<file path="src/rtl/bitstream_writer_if.sv">
// AXI-stream link carrying configuration beats from a bitstream writer to tile readers.
interface axi_stream_if #(
    parameter int DATA_WIDTH = 1
);
    logic                  tvalid;
    logic                  tready;
    logic [DATA_WIDTH-1:0] tdata;
    logic                  tlast;

    modport master (output tvalid, output tdata, output tlast, input tready);
    modport slave  (input tvalid, input tdata, input tlast, output tready);
endinterface

</file>
<file path="src/rtl/bitstream_writer.sv">
// Serializes a parallel configuration word LSB-first into AXI-stream beats,
// flagging the final beat with tlast and pulsing done once the packet is out.
module bitstream_writer #(
    parameter int NUM_BITS_TO_WRITE = 16,
    parameter int BEAT_WIDTH        = 1
) (
    input  logic                         clk,
    input  logic                         rst_n,
    input  logic                         start,
    input  logic [NUM_BITS_TO_WRITE-1:0] bits,
    axi_stream_if.master                 bitstream,
    output logic                         busy,
    output logic                         done,
    output logic [1:0]                   state_dbg
);
    localparam int NUM_BEATS = (NUM_BITS_TO_WRITE + BEAT_WIDTH - 1) / BEAT_WIDTH;
    localparam int PAD_W     = NUM_BEATS * BEAT_WIDTH;
    localparam int CNT_W     = (NUM_BEATS > 1) ? $clog2(NUM_BEATS) : 1;
    localparam logic [CNT_W-1:0] LAST_CNT = CNT_W'(NUM_BEATS - 1);

    typedef enum logic [1:0] {
        IDLE = 2'd0,
        SEND = 2'd1,
        DONE = 2'd2
    } state_t;

    state_t             state, state_next;
    logic [CNT_W-1:0]   cnt, cnt_next;
    logic [PAD_W-1:0]   shift_reg, shift_next;
    logic [PAD_W-1:0]   bits_padded;

    always_comb begin
        bits_padded = '0;
        bits_padded[NUM_BITS_TO_WRITE-1:0] = bits;
    end

    always_ff @(posedge clk) begin
        if (!rst_n) begin
            state     <= IDLE;
            cnt       <= '0;
            shift_reg <= '0;
        end else begin
            state     <= state_next;
            cnt       <= cnt_next;
            shift_reg <= shift_next;
        end
    end

    // A beat transfers on a rising edge where tvalid and tready are both high.
    // tvalid, tdata and tlast depend only on registered state, so while tready
    // is low they hold steady and tvalid never drops before the transfer.
    always_comb begin
        state_next = state;
        cnt_next   = cnt;
        shift_next = shift_reg;
        case (state)
            IDLE: begin
                if (start) begin
                    shift_next = bits_padded;
                    cnt_next   = '0;
                    state_next = SEND;
                end
            end
            SEND: begin
                if (bitstream.tready) begin
                    if (cnt == LAST_CNT) begin
                        state_next = DONE;
                    end else begin
                        shift_next = shift_reg >> BEAT_WIDTH;
                        cnt_next   = cnt + CNT_W'(1);
                    end
                end
            end
            DONE: begin
                state_next = IDLE;
            end
            default: begin
                state_next = IDLE;
            end
        endcase
    end

    assign bitstream.tvalid = (state == SEND);
    assign bitstream.tdata  = shift_reg[BEAT_WIDTH-1:0];
    assign bitstream.tlast  = (state == SEND) && (cnt == LAST_CNT);
    assign busy             = (state == SEND);
    assign done             = (state == DONE);
    assign state_dbg        = state;
endmodule

</file>
<file path="src/flat_wrapper.sv">
// flat-port wrapper written by rule: the top's interface ports become plain ports
module bitstream_writer_flat 
#(
    parameter int NUM_BITS_TO_WRITE = 16,
    parameter int BEAT_WIDTH        = 1
)
  (clk, rst_n, start, bits, busy, done, state_dbg, bitstream_tvalid, bitstream_tdata, bitstream_tlast, bitstream_tready);
  axi_stream_if #(.DATA_WIDTH(1)) bitstream_i ();
  input  logic clk;
  input  logic rst_n;
  input  logic start;
  input  logic [NUM_BITS_TO_WRITE-1:0] bits;
  output logic busy;
  output logic done;
  output logic [1:0] state_dbg;
  output wire logic [$bits(bitstream_i.tvalid)-1:0] bitstream_tvalid;
  output wire logic [$bits(bitstream_i.tdata)-1:0] bitstream_tdata;
  output wire logic [$bits(bitstream_i.tlast)-1:0] bitstream_tlast;
  input wire logic [$bits(bitstream_i.tready)-1:0] bitstream_tready;
  assign bitstream_tvalid = bitstream_i.tvalid;
  assign bitstream_tdata = bitstream_i.tdata;
  assign bitstream_tlast = bitstream_i.tlast;
  assign bitstream_i.tready = bitstream_tready;
  bitstream_writer #(.NUM_BITS_TO_WRITE(NUM_BITS_TO_WRITE), .BEAT_WIDTH(BEAT_WIDTH)) u_core (.clk(clk), .rst_n(rst_n), .start(start), .bits(bits), .bitstream(bitstream_i), .busy(busy), .done(done), .state_dbg(state_dbg));
endmodule
</file>
<file path="config.mk">
export PLATFORM = sky130hd
export DESIGN_NAME = bitstream_writer_flat
export DESIGN_NICKNAME = d
export VERILOG_FILES = /design/src/rtl/bitstream_writer_if.sv /design/src/rtl/bitstream_writer.sv /design/src/flat_wrapper.sv
export SDC_FILE = /design/constraint.sdc
export NUM_CORES = 1
export LEC_CHECK = 0
export CORE_ASPECT_RATIO = 1.1
export CORE_UTILIZATION = 48
export DETAILED_ROUTE_END_ITERATION = 10
export GPL_TIMING_DRIVEN = 0
export PLACE_DENSITY = 0.76
export SYNTH_ARGS = -nofsm -noshare
export SYNTH_HDL_FRONTEND = slang
export SYNTH_SLANG_ARGS = --single-unit
export TNS_END_PERCENT = 30
</file>
<file path="constraint.sdc">
create_clock -name clk -period 1.7 [get_ports clk]
set_input_delay 0.255 -clock clk [delete_from_list [all_inputs] [get_ports clk]]
set_output_delay 0.255 -clock clk [all_outputs]
set_load 0.1 [all_outputs]
</file>
==> metrics.txt <==
status finished clean; delay of the slowest critical-path stage approximately 0.37 ns; vias per cell 5.860; antenna cells 0; maximum clock frequency ~600 MHz; P_sw just under 0.4 mW; worst hold stages 2; max-slew violation count 0; RePlAce Congestion 0.7760; top post-synthesis cells by count nand2_1 (35), dfxtp_1 (22), a31oi_1 (16), a311oi_1 (8), a311oi_2 (8); vias in the first global route 1062; I/O Buffers 26; clk buf depth 2; leakage 0.6307 nW; CTS root buffer clkbuf_4; area share of the largest cell type after synthesis 0.3830; Worst R2R Start u_core.state_dbg[0]$_SDFFE_PN0P_; DP HPWL 1.966 mm; complex-gate fraction of the synthesized area 0.2709; Post-synth EDFFs 0; Post-Synthesis Cells roughly 130; Worst Tran Pin Value around 0.65 ns; peak supply drop 444.8 uV; Min-Delay Path Class reg2reg; clock slew at reported path FFs approximately 0.13 ns; share of layout cells above drive strength 1 0.2945; largest net degree at the start of global routing 12; Ys Warns 0; height of the die 53.34 microns; combinational share of power 0.312; initial core utilization 0.5106; Total GRT Usage 0.2427; layout net count 186; Post-Syn Nets 149; CP Data Required Time 1.44 ns; hold_ws 0.4708 ns; DRT iter0 DRCs 35; mux contribution to synthesized area 0.03917; most used cell, CP buf_12; TritonCTS sink count 22; simple-gate share of the synthesized area 0.1970; Crit Path Max Fanout 11; cts bufs inserted 3; asr flop ratio synth 0; fin crit share 0.9926; die area 2596 sq um; grt ovf 0; CTS tree yes; top cells by area, synth dfxtp_1 (38%), nand2_1 (11%), a311oi_2 (10%); CP cell instances buf_8 -> nand2b_1 -> buf_6 -> inv_6 -> buf_12 -> buf_12 -> buf_12; Worst R2R Path Depth 7; post-layout util 0.7389; post-route ant nets 0; initial antenna violation count 0; CP Data Arrival Time 1.43 ns; via count 1131; Power Dens Cells around 720 nW/um^2; area share of fa/ha/maj cells after synthesis 0.01088; final hold vios 0; Pint 0.8105 mW; Seq pwr share 0.481; nature of the critical path endpoint primary output; Synth cell types 26; row cnt 18; Switching Share 0.3243; syn_area_per_cell 8.983 sq um; Top FF cell, synth dfxtp_1; #FFs+latches synth 22; Core Box Area between 2000 and 2500 sq um; Final Power ~1.2 mW; Clk pwr share 0.207; drt drc 0; most common cell in the netlist nand2_1; first-pass GRT wire length 4.781 mm; XOR/XNOR Fraction of Synth Area 0; Syn-to-layout area delta 44.72%; RSZ-0062 raised after global routing yes; minimum clock period 1.687 ns; Initial DRT Pass Iterations 4; Hold Path Origin u_core.shift_reg[15]$_SDFFE_PN0P_; slowest stage cell, crit path dfxtp_4; # Max-Cap Violations 0; CP Class reg2out; max FFs per register 16; largest family of logic cells by synthesized area compound AO/OA/AOI/OAI gates; Rel. slew slack 0.5636; WL per Instance around 16 microns; clock latency on the worst-skew pair approximately 0.32 ns; Mapped Area 1150 sq um; hold buffer count at CTS 0; Critical Path Source Type flop; Setup Skew 0.008913 ns; Final setup violation count 0; Die W roughly 50 microns; I/O Pins 27; Routed WL approximately 3.0 mm; cell taking the most area after synthesis dfxtp_1; register area share after synthesis 0.3830; crit path from u_core.state_dbg[0]$_SDFFE_PN0P_; H-tree depth 1
timing repair:
action	CTS	global route
endpoints found under the setup margin	7	7
pin swaps	1	2
resized for setup	52	3
setup buffers	4	2
cell type report:
| class | count | area, sq um |
|---|---|---|
| Buffer | 14 | 160.2 |
| Multi-Input combinational cell | 89 | 631.9 |
| Inverter | 3 | 16.27 |
| Clock buffer | 3 | 22.52 |
| Tap cell | 30 | 37.54 |
| Timing Repair Buffer | 32 | 340.3 |
| Fill cell | 181 | 588.1 |
| Sequential cell | 22 | 455.4 |
metrics by stage:
stage                     std cells  worst slack [ns]  cell area, sq um   TNS, ns
after floorplan                 128           -0.1021              1225   -0.1678
after global placement          184           -0.7660              1523    -2.789
after detailed placement        184           -0.7970              1523    -2.871
after CTS                       191          -0.06311              1638  -0.06311
after global routing            193          -0.01792              1664  -0.07418
final                           193           0.01259              1664         0
layer usage:
layer,share of wire,global-route usage,wire [microns]
met5,0,0,0
met4,0.0083,0.07843,25
met3,0.046,0.03161,140
met2,0.50,0.4468,1527
met1,0.44,0.2926,1332
critical path: cells and delay by family (launching register included):
family | cells | cell delay (ns)
simple gates | 1 | 0.07
buf+inv | 6 | 0.66
flops | 1 | 0.37
final timing paths:
check	slack, ns	end
hold / removal	0.47	u_core.shift_reg[15]$_SDFFE_PN0P_
hold reg to reg	0.47	u_core.shift_reg[15]$_SDFFE_PN0P_
setup / recovery	0.01	busy
setup reg to reg	0.05	u_core.shift_reg[10]$_SDFFE_PN0P_
power groups by stage:
stage	logic, mW	registers [mW]	clock network, mW
floorplan	0.223	0.615	0
global placement	0.341	0.587	0
detailed placement	0.350	0.589	0
CTS	0.373	0.578	0.245
global route	0.398	0.581	0.266
finish	0.374	0.577	0.249
cells in the final DEF (no fill, tap or decap), types with 3 or more instances in the layout:
| cell | n |
|---|---|
| a311oi_2 | 8 |
| a311oi_1 | 8 |
| buf_4 | 7 |
| dfxtp_4 | 4 |
| clkbuf_4 | 3 |
| dfxtp_1 | 18 |
| a31oi_1 | 16 |
| buf_12 | 5 |
| buf_6 | 6 |
| clkdlybuf4s50_1 | 19 |
| nand2_1 | 35 |
| clkdlybuf4s15_2 | 3 |
| mux2i_1 | 3 |
kinds of logic (layout without fill, tap and decap cells):
logic type,Yosys count,in the layout
mux,4,4
compound gates,35,35
buf+inv,17,52
fa+ha+maj,1,1
flops,22,22
simple gates,49,49
Note: power is estimated with default switching activity, not from simulation.
